<file path="config.mk">
export PLATFORM = sky130hd
export DESIGN_NAME = mem_port_arbiter
export DESIGN_NICKNAME = d
export VERILOG_FILES = /design/src/rtl/mem_port_arbiter_pkg.sv /design/src/rtl/mem_arb_grant.sv /design/src/rtl/mem_port_arbiter.sv
export SDC_FILE = /design/constraint.sdc
export NUM_CORES = 1
export LEC_CHECK = 0
export CAP_MARGIN = 0
export CORE_AREA = 3 3 196 198
export CTS_BUF_LIST = sky130_fd_sc_hd__clkbuf_16
export DETAILED_ROUTE_END_ITERATION = 10
export DIE_AREA = 0 0 199 201
export PLACE_DENSITY = 0.47
export SLEW_MARGIN = 20
export SYNTH_ARGS = -nofsm -noshare
export SYNTH_HDL_FRONTEND = slang
export SYNTH_SLANG_ARGS = --single-unit
</file>
<file path="constraint.sdc">
create_clock -name clk -period 1.88 [get_ports clk]
set_input_delay 0.188 -clock clk [delete_from_list [all_inputs] [get_ports clk]]
set_output_delay 0.188 -clock clk [all_outputs]
set_load 0.1 [all_outputs]
</file>
<file path="src/rtl/mem_port_arbiter_pkg.sv">
// rtl/mem_port_arbiter_pkg.sv - shared types and constants for the SRAM port arbiter
package mem_port_arbiter_pkg;

  typedef enum logic [1:0] {
    IDLE = 2'd0,
    WAIT = 2'd1,
    RESP = 2'd2
  } arb_state_e;

  localparam logic REQ_I = 1'b0;
  localparam logic REQ_D = 1'b1;

  localparam int MEM_LAT_MIN = 1;
  localparam int MEM_LAT_MAX = 4;
  localparam int LAT_CNT_W   = $clog2(MEM_LAT_MAX + 1);

endpackage

</file>
<file path="src/rtl/mem_arb_grant.sv">
// rtl/mem_arb_grant.sv - data-first priority pick with a fetch anti-starvation counter
module mem_arb_grant
  import mem_port_arbiter_pkg::*;
#(
  parameter int STARVE_MAX = 4
) (
  input  logic clk,
  input  logic rst,
  input  logic i_valid,
  input  logic d_valid,
  input  logic accept_en,
  output logic grant_i,
  output logic grant_d
);

  localparam int CNT_W = (STARVE_MAX < 1) ? 1 : $clog2(STARVE_MAX + 1);
  localparam logic [CNT_W-1:0] CNT_MAX = CNT_W'(STARVE_MAX);

  logic [CNT_W-1:0] starve_q;
  logic [CNT_W-1:0] starve_d;
  logic             fetch_starved;

  always_comb begin
    fetch_starved = i_valid && (starve_q == CNT_MAX);
    grant_d       = accept_en && d_valid && !fetch_starved;
    grant_i       = accept_en && i_valid && !grant_d;

    // Counts data wins only while a fetch is actually waiting.
    starve_d = starve_q;
    if (!i_valid || grant_i) begin
      starve_d = '0;
    end else if (grant_d && (starve_q != CNT_MAX)) begin
      starve_d = starve_q + 1'b1;
    end
  end

  always_ff @(posedge clk or negedge rst) begin
    if (!rst) begin
      starve_q <= '0;
    end else begin
      starve_q <= starve_d;
    end
  end

endmodule

</file>
<file path="src/rtl/mem_port_arbiter.sv">
// rtl/mem_port_arbiter.sv - shares one SRAM port between instruction fetch and data requesters
module mem_port_arbiter
  import mem_port_arbiter_pkg::*;
#(
  parameter int ADDR_W     = 64,
  parameter int DATA_W     = 64,
  parameter int MEM_LAT    = 1,
  parameter int STARVE_MAX = 4
) (
  input  logic                  clk,
  input  logic                  rst,
  input  logic                  i_req_valid,
  output logic                  i_req_ready,
  input  logic [ADDR_W-1:0]     i_req_addr,
  output logic                  i_rsp_valid,
  output logic [31:0]           i_rsp_data,
  input  logic                  d_req_valid,
  output logic                  d_req_ready,
  input  logic                  d_req_we,
  input  logic [ADDR_W-1:0]     d_req_addr,
  input  logic [DATA_W-1:0]     d_req_wdata,
  input  logic [DATA_W/8-1:0]   d_req_wstrb,
  output logic                  d_rsp_valid,
  output logic [DATA_W-1:0]     d_rsp_data,
  output logic                  mem_e,
  output logic                  mem_we,
  output logic [ADDR_W-1:0]     mem_addr,
  output logic [DATA_W-1:0]     mem_wdata,
  output logic [DATA_W/8-1:0]   mem_wstrb,
  input  logic [DATA_W-1:0]     mem_rdata
);

  localparam int STRB_W = DATA_W / 8;
  localparam int LAT    = (MEM_LAT < MEM_LAT_MIN) ? MEM_LAT_MIN :
                          (MEM_LAT > MEM_LAT_MAX) ? MEM_LAT_MAX : MEM_LAT;
  localparam logic [LAT_CNT_W-1:0] LAT_LAST = LAT_CNT_W'(LAT);

  arb_state_e           state_q, state_d;
  logic [LAT_CNT_W-1:0] lat_q, lat_d;
  logic                 id_q, id_d;
  logic                 sel_hi_q, sel_hi_d;
  logic                 we_q, we_d;
  logic [DATA_W-1:0]    rdata_q, rdata_d;
  logic                 i_rsp_valid_q, i_rsp_valid_d;
  logic                 d_rsp_valid_q, d_rsp_valid_d;

  logic accept_en;
  logic grant_i;
  logic grant_d;
  logic granted;

  // Readys must read 0 while reset is held, so the async reset also gates accept.
  assign accept_en = rst && ((state_q == IDLE) || (state_q == RESP));
  assign granted   = grant_i || grant_d;

  mem_arb_grant #(
    .STARVE_MAX(STARVE_MAX)
  ) u_grant (
    .clk      (clk),
    .rst      (rst),
    .i_valid  (i_req_valid),
    .d_valid  (d_req_valid),
    .accept_en(accept_en),
    .grant_i  (grant_i),
    .grant_d  (grant_d)
  );

  assign i_req_ready = grant_i;
  assign d_req_ready = grant_d;

  always_comb begin
    mem_e     = granted;
    mem_we    = grant_d && d_req_we;
    mem_addr  = '0;
    mem_wdata = '0;
    mem_wstrb = '0;
    if (grant_d) begin
      mem_addr  = d_req_addr;
      mem_wdata = d_req_wdata;
      mem_wstrb = d_req_wstrb;
    end else if (grant_i) begin
      mem_addr  = i_req_addr;
    end
  end

  always_comb begin
    state_d       = state_q;
    lat_d         = lat_q;
    id_d          = id_q;
    sel_hi_d      = sel_hi_q;
    we_d          = we_q;
    rdata_d       = rdata_q;
    i_rsp_valid_d = 1'b0;
    d_rsp_valid_d = 1'b0;

    case (state_q)
      WAIT: begin
        if (lat_q == LAT_LAST) begin
          rdata_d       = mem_rdata;
          lat_d         = '0;
          state_d       = RESP;
          i_rsp_valid_d = (id_q == REQ_I);
          d_rsp_valid_d = (id_q == REQ_D);
        end else begin
          lat_d = lat_q + 1'b1;
        end
      end
      RESP:    state_d = IDLE;
      default: state_d = IDLE;
    endcase

    // A grant in RESP overrides the return to IDLE; the cycle after issue is latency cycle 1.
    if (granted) begin
      state_d  = WAIT;
      lat_d    = LAT_CNT_W'(1);
      id_d     = grant_d ? REQ_D : REQ_I;
      sel_hi_d = i_req_addr[2];
      we_d     = grant_d && d_req_we;
    end
  end

  always_ff @(posedge clk or negedge rst) begin
    if (!rst) begin
      state_q       <= IDLE;
      lat_q         <= '0;
      id_q          <= REQ_I;
      sel_hi_q      <= 1'b0;
      we_q          <= 1'b0;
      rdata_q       <= '0;
      i_rsp_valid_q <= 1'b0;
      d_rsp_valid_q <= 1'b0;
    end else begin
      state_q       <= state_d;
      lat_q         <= lat_d;
      id_q          <= id_d;
      sel_hi_q      <= sel_hi_d;
      we_q          <= we_d;
      rdata_q       <= rdata_d;
      i_rsp_valid_q <= i_rsp_valid_d;
      d_rsp_valid_q <= d_rsp_valid_d;
    end
  end

  assign i_rsp_valid = i_rsp_valid_q;
  assign d_rsp_valid = d_rsp_valid_q;

  always_comb begin
    i_rsp_data = '0;
    d_rsp_data = '0;
    if (i_rsp_valid_q) begin
      i_rsp_data = sel_hi_q ? rdata_q[DATA_W/2 +: 32] : rdata_q[0 +: 32];
    end
    if (d_rsp_valid_q && !we_q) begin
      d_rsp_data = rdata_q;
    end
  end

endmodule

</file>
# Word level (Yosys, flattened, before mapping)
# Cells that the tools add are included.
[word_totals] register_bits=77 latchBits=0 ram_bits=0 mem_bits_ro=0 input_bits=269 out_inout_bits=238 wordCells=58 mem_count=0
[op_classes] add_sub_neg=2 mul=0 div_mod_pow=0 magnitude_cmp=0 eq_ne=6 shifts=0 n_mux=20 bitwise_logic=1 n_reduce_logical=20
[op_table] op="$mux W64" n=4
[op_table] op="$mux W32" n=2
[op_table] op="$mux W3" n=5
[op_table] op="$logic_and A1 B1 Y1" n=9
[op_table] op="$mux W8" n=1
[op_table] op="$add A3 B1 Y3 const B" n=2
[op_table] op="$mux W2" n=3
[op_table] op="$ne A3 B3 Y1 const B" n=2
[op_table] op="$mux W1" n=5
[op_table] op="$logic_not A1 Y1" n=4
[op_table] op="$reduce_bool A2 Y1" n=2
[op_table] op="$eq A3 B1 Y1 const B" n=1
[op_table] op="$eq A3 B3 Y1 const B" n=1
[op_table] op="$logic_or A1 B1 Y1" n=3
[op_table] op="$eq A2 B1 Y1 const B" n=1
[op_table] op="$eq A2 B2 Y1 const B" n=1
[op_table] op="$logic_not A2 Y1" n=1
[op_table] op="$reduce_and A2 Y1" n=1
[op_table] op="$not A1 Y1" n=1

# Depth between registers and ports, before layout
[logic_depth] depth_word=9 ltp_mapped=8 mapped_depth_nobuf=5

# Hierarchy
# Synthesis repeated with hierarchy kept, for this count alone.
[hier_totals] hier_cells=495 hier_area_um2=5185.0
[modules_own_cells] module="mem_port_arbiter" n_inst=1 cells_each=472 area_each_um2=4967.3 seq_area_each_um2=1851.8
[modules_own_cells] module="mem_arb_grant" n_inst=1 cells_each=23 area_each_um2=217.7 seq_area_each_um2=75.1

# Worst setup path before layout
# OpenSTA, ideal clock, no wires.
[synth_timing] kind="register to output" start="register u_grant.starve_q[0]" end="output mem_addr[54]" t_arrival_ns=2.850 path_slack_ns=-1.158 path_stages_with_launch=7 path_cell_list="dfrtp_1 > inv_1 > ha_1 > a21bo_1 > and3_1 > clkbuf_1 > a22o_1"
[synth_via] elab_chain_cells=8
[synth_rtl] item="start, declared" line="mem_arb_grant.sv:19" text="logic [CNT_W-1:0] starve_q;"
[synth_rtl] item="start signal, assigned" line="mem_arb_grant.sv:41" text="starve_q <= starve_d;"
[synth_rtl] item="$eq A3 B3 Y1" line="mem_arb_grant.sv:24" text="fetch_starved = i_valid && (starve_q == CNT_MAX);"
[synth_rtl] item="$logic_and A1 B1 Y1" line="mem_arb_grant.sv:24"
[synth_rtl] item="$logic_not A1 Y1" line="mem_arb_grant.sv:25" text="grant_d = accept_en && d_valid && !fetch_starved;"
[synth_rtl] item="$logic_and A1 B1 Y1" line="mem_arb_grant.sv:25"
[synth_rtl] item="$logic_not A1 Y1" line="mem_arb_grant.sv:26" text="grant_i = accept_en && i_valid && !grant_d;"
[synth_rtl] item="$logic_and A1 B1 Y1" line="mem_arb_grant.sv:26"
[synth_rtl] item="net i_req_ready" line="mem_port_arbiter.sv:13" text="output logic i_req_ready,"
[synth_rtl] item="$mux W64" line="mem_port_arbiter.sv:81" text="end else if (grant_i) begin"
[synth_rtl] item="$mux W64" line="mem_port_arbiter.sv:77" text="if (grant_d) begin"
[synth_rtl] item="end, declared" line="mem_port_arbiter.sv:27" text="output logic [ADDR_W-1:0] mem_addr,"
# The timed path passes the listed nets, and every way through them passes these cells.

# Final worst setup path
[layout_timing] start="register u_grant.starve_q[0]" end="output mem_addr[0]"
[layout_via] elab_chain_cells=8
[layout_rtl] item="$eq A3 B3 Y1 (*)" line="mem_arb_grant.sv:24"
[layout_rtl] item="$logic_and A1 B1 Y1 (*)" line="mem_arb_grant.sv:24"
[layout_rtl] item="$logic_not A1 Y1 (*)" line="mem_arb_grant.sv:25"
[layout_rtl] item="$logic_and A1 B1 Y1 (*)" line="mem_arb_grant.sv:25"
[layout_rtl] item="$logic_not A1 Y1" line="mem_arb_grant.sv:26"
[layout_rtl] item="$logic_and A1 B1 Y1" line="mem_arb_grant.sv:26"
[layout_rtl] item="$mux W64" line="mem_port_arbiter.sv:81"
[layout_rtl] item="$mux W64 (*)" line="mem_port_arbiter.sv:77"
# Mark *: on every way between the ends. The rest lies on a longest branch, timed or not.

==> results.md <==
Status:
- The run finished, with violations left.
- The final reports fail on setup timing.

Timing:
- The achievable frequency is 463 MHz.
- The slack of the critical path is -0.281 ns.
- The post-route minimum period is 2.16 ns.
- Setup repair after global routing could not meet its margin everywhere.
- The number of hold violations in the final report was 0.
- The max-slew violation total from the final report is 0.
- The final count of negative-setup-slack endpoints is 139.
- The normalized max-slew margin is 53.3%.
- The setup clock skew after layout is 0.0127 ns.
- At the pin with the least slew margin, the transition time is 0.700 ns.
- The post-route fraction of the period consumed by the critical path is 115%.

Worst setup path:
- The nature of the critical path endpoint is a primary output.
- The signal on the critical path passes through inv_2, ha_4, a21bo_1, and3_4, buf_12, a22o_2, buf_12.
- The number of cells on the worst reg-to-reg path is 5.
- The startpoint of the worst-slack reg-to-reg timing path is state_q[0].
- The cell repeated most along the worst path is sky130_fd_sc_hd__buf_12.
- STA puts the critical path data required time at 1.69 ns.
- The cell with the biggest individual delay on the critical path is sky130_fd_sc_hd__dfrtp_1.
- The capture point of the worst reg-to-reg path is rdata_q[44].
- The data arrival time of the critical path is 1.97 ns.
- The worst setup path is launched from a register.
- In this run the worst path has a maximum fanout of 15.
- The critical path in this run is classified as reg2out.
- The setup check on the worst reg-to-reg path leaves a slack of 0.19 ns.
- The delay of the slowest cell on the worst path is 0.38 ns.

Synthesis:
- Summed over its instances, the top area cell type makes up 36.5% of the synthesized netlist area.
- In the synthesized netlist the dominant register cell turns out to be sky130_fd_sc_hd__dfrtp_1.
- After synthesis, the most frequently instantiated cells are sky130_fd_sc_hd__and2_1, sky130_fd_sc_hd__dfrtp_1, sky130_fd_sc_hd__a22o_1.
- The post-synthesis sequential area ratio is 36.5%.
- After synthesis the netlist holds a flip-flop and latch count of 77.
- sky130_fd_sc_hd__dfrtp_1 takes more of the synthesized area than any other cell.
- The count of flip-flops with a built-in enable after synthesis is 0.
- Yosys printed 0 warnings.
- In the post-synthesis netlist, the cell with the most instances is sky130_fd_sc_hd__and2_1.
- Sorting the synthesized cells by area gives the leading types as sky130_fd_sc_hd__dfrtp_1, sky130_fd_sc_hd__and2_1, sky130_fd_sc_hd__a22o_1.
- After synthesis the cells add up to 5270 um^2.
- A synthesized cell averages 10.7 um^2.
- Counting every net in the synthesized netlist gives 765.
- The count of unique library cells instantiated by Yosys is 34.
- The number of cells produced by synthesis is 494.
- In the synthesized netlist the async set-or-reset flop fraction comes to 100%.

Global route:
- The number of global-route vias before repair came to 6514.
- The largest net degree at the start of global routing is 52.
- The first global-routing pass estimated 52500 um of wire.
- The initial antenna violation count is 23.
- The overflow left after global routing is 0.
- Global routing consumed, over all layers together, 18.5% of the routing resources.

Placed design:
- The sum of net half-perimeters after detailed placement is 31500 um.
- In this run, placement finished with an instance count of 1449.
- At the end of routability-driven placement, the weighted congestion stood at 0.918.
- The count of input and output buffers is 506.

Worst hold path:
- The type of the most critical hold path is in2reg.
- The worst hold path cell count is 4.
- The worst min-delay path endpoint is u_grant.starve_q[2].
- The worst min-delay path startpoint is rst.

Detailed routing:
- The detail-routed via count per cell is 4.07.
- The detailed-route wire length is 38700 um.
- Across all layers, the routed design uses 6025 vias.
- The iteration count of the initial detailed-routing pass is 4.
- In the final routed layout, each cell accounts on average for 26.1 um.
- The DRC violation count after routing is 0.
- The detailed router finished its first iteration with 191 violations.
- The detail route stage leaves a number of antenna-violating nets equal to 0.

Clock tree:
- The clock tree buffer depth is 2.
- The clock reaches the later pin of the worst-skew pair after 0.34 ns.
- TritonCTS built the clock tree.
- After clock tree synthesis, the clock-pin slew on the worst setup and hold paths is 0.06 ns.
- The clock sink count is 77.
- The cell at the root of the clock tree is sky130_fd_sc_hd__clkbuf_16.
- The number of H-tree branching levels is 3.
- In this run, CTS created clock tree buffers numbering 9.

Power:
- IR analysis of the VDD net gives a maximum drop of 0.000788 V.
- In this run the power density over the cells is 1320 nW/um^2.
- In this run the static leakage power is 5.99 nW.
- The total design power is 19.3 mW.

Die:
- The height of the die is 201 um.
- The starting density of the core is 14.4%.
- The floorplan step defined a die boundary enclosing 40000 um^2.
- The die width is 199 um.
- The floorplan step defined a core boundary enclosing 36700 um^2.
- The number of top-level pins is 507.
- The site row count is 70.

Layout:
- The layout-stage area growth over the synthesis result is 177%.
- The filler cells instantiated in the layout total 3475.
- The fraction of final layout cells with drive strength greater than 1 is 59.7%.
- The count of non-filler cells in the finished layout is 1481.
- The final-stage net count is 1273.

Flow run:
- Max-cap violations in this run came to 0.
## sequential cells by signal, indices dropped and copies added, names as in the netlist
name / flops
rdata_q: 64
lat_q: 3
u_grant.starve_q: 3
state_q: 2
d_rsp_valid: 1
i_rsp_valid: 1
id_q: 1
sel_hi_q: 1
we_q: 1
## layout by cell type, fill, tap and decap left out, drive strengths merged, types with 7 or more instances in the layout
master,n
diode,7
a22o,65
mux2,66
nor2b,35
buf,271
clkbuf,11
and2,138
mux2i,32
clkdlybuf4s50,267
dfrtp,77
## final cells by class
| cell class | instances | area, um^2 | share of cell area (%) |
|---|---|---|---|
| inverters | 4 | 15.0 | 0.103 |
| well taps | 468 | 586 | 4.01 |
| clock inverters | 6 | 55.1 | 0.377 |
| diodes | 7 | 17.5 | 0.120 |
| flip-flops and latches | 77 | 1930 | 13.2 |
| multi-input cells | 369 | 3840 | 26.3 |
| repair buffers | 541 | 7940 | 54.4 |
| clock buffers | 9 | 225 | 1.54 |
## routing by layer
metal  vias up  share of wire, %  GRT usage, %
li1       2742                 -             -
met1      2912                41          23.2
met2       313                47          29.5
met3        42                11          8.26
met4        16               1.4          3.39
met5         -              0.24         0.370
## worst max-delay path by stage
| stage | start | end | depth (start not counted) |
|---|---|---|---|
| after floorplan | u_grant.starve_q[0] | mem_addr[54] | 6 |
| after global placement | d_req_valid | mem_addr[0] | 6 |
| after detailed placement | d_req_valid | mem_addr[0] | 6 |
| after CTS | u_grant.starve_q[0] | mem_addr[2] | 7 |
| after global routing | u_grant.starve_q[0] | mem_addr[41] | 7 |
| final | u_grant.starve_q[0] | mem_addr[0] | 7 |
## critical path, delay by kind of cell, from the launching register on
family | cells | cell delay, ns
AND/OR/NAND/NOR | 1 | 0.35
AO/OA/AOI/OAI | 2 | 0.31
buffers and inverters | 3 | 0.45
adder cells (fa/ha/maj) | 1 | 0.14
flip-flops | 1 | 0.38
## stage by stage
step                      util, %  hold slack (ns)  area, um^2  worst slack (ns)  setup TNS [ns]
after global routing         39.8            0.320       14600            -0.347          -40.17
after detailed placement     38.1            0.278       14000           -0.0751           -4.00
after CTS                    39.1            0.338       14400            -0.291          -31.52
final                        39.8            0.308       14600            -0.281          -30.22
after floorplan                 -           -0.108        5920           -0.0464          -0.417
after global placement       38.1            0.269       14000           -0.0791           -4.10
## power by group
part           internal [mW]  switching (mW)
Clock                   1.01           0.729
Combinational           6.08            8.35
Sequential              2.48           0.650
## cell families after synthesis
group | count (synthesis) | share of synthesized area [%]
AND/OR/NAND/NOR | 191 | 22.8
multiplexers | 98 | 22.1
AO/OA/AOI/OAI | 78 | 12.4
flip-flops | 77 | 36.5
buffers and inverters | 48 | 5.69
adder cells (fa/ha/maj) | 2 | 0.474
## repair_timing
| action | CTS | global route |
|---|---|---|
| gates resized for setup | 17 | 57 |
| pin swaps | 0 | 16 |
| endpoints found under the setup margin | 159 | 141 |
| setup buffers | 2 | 2 |
| hold buffers | 1 | 0 |
| gates cloned | 1 | 4 |
| hold endpoints to repair | 29 | 0 |
Power figures use the tool's default switching activity.
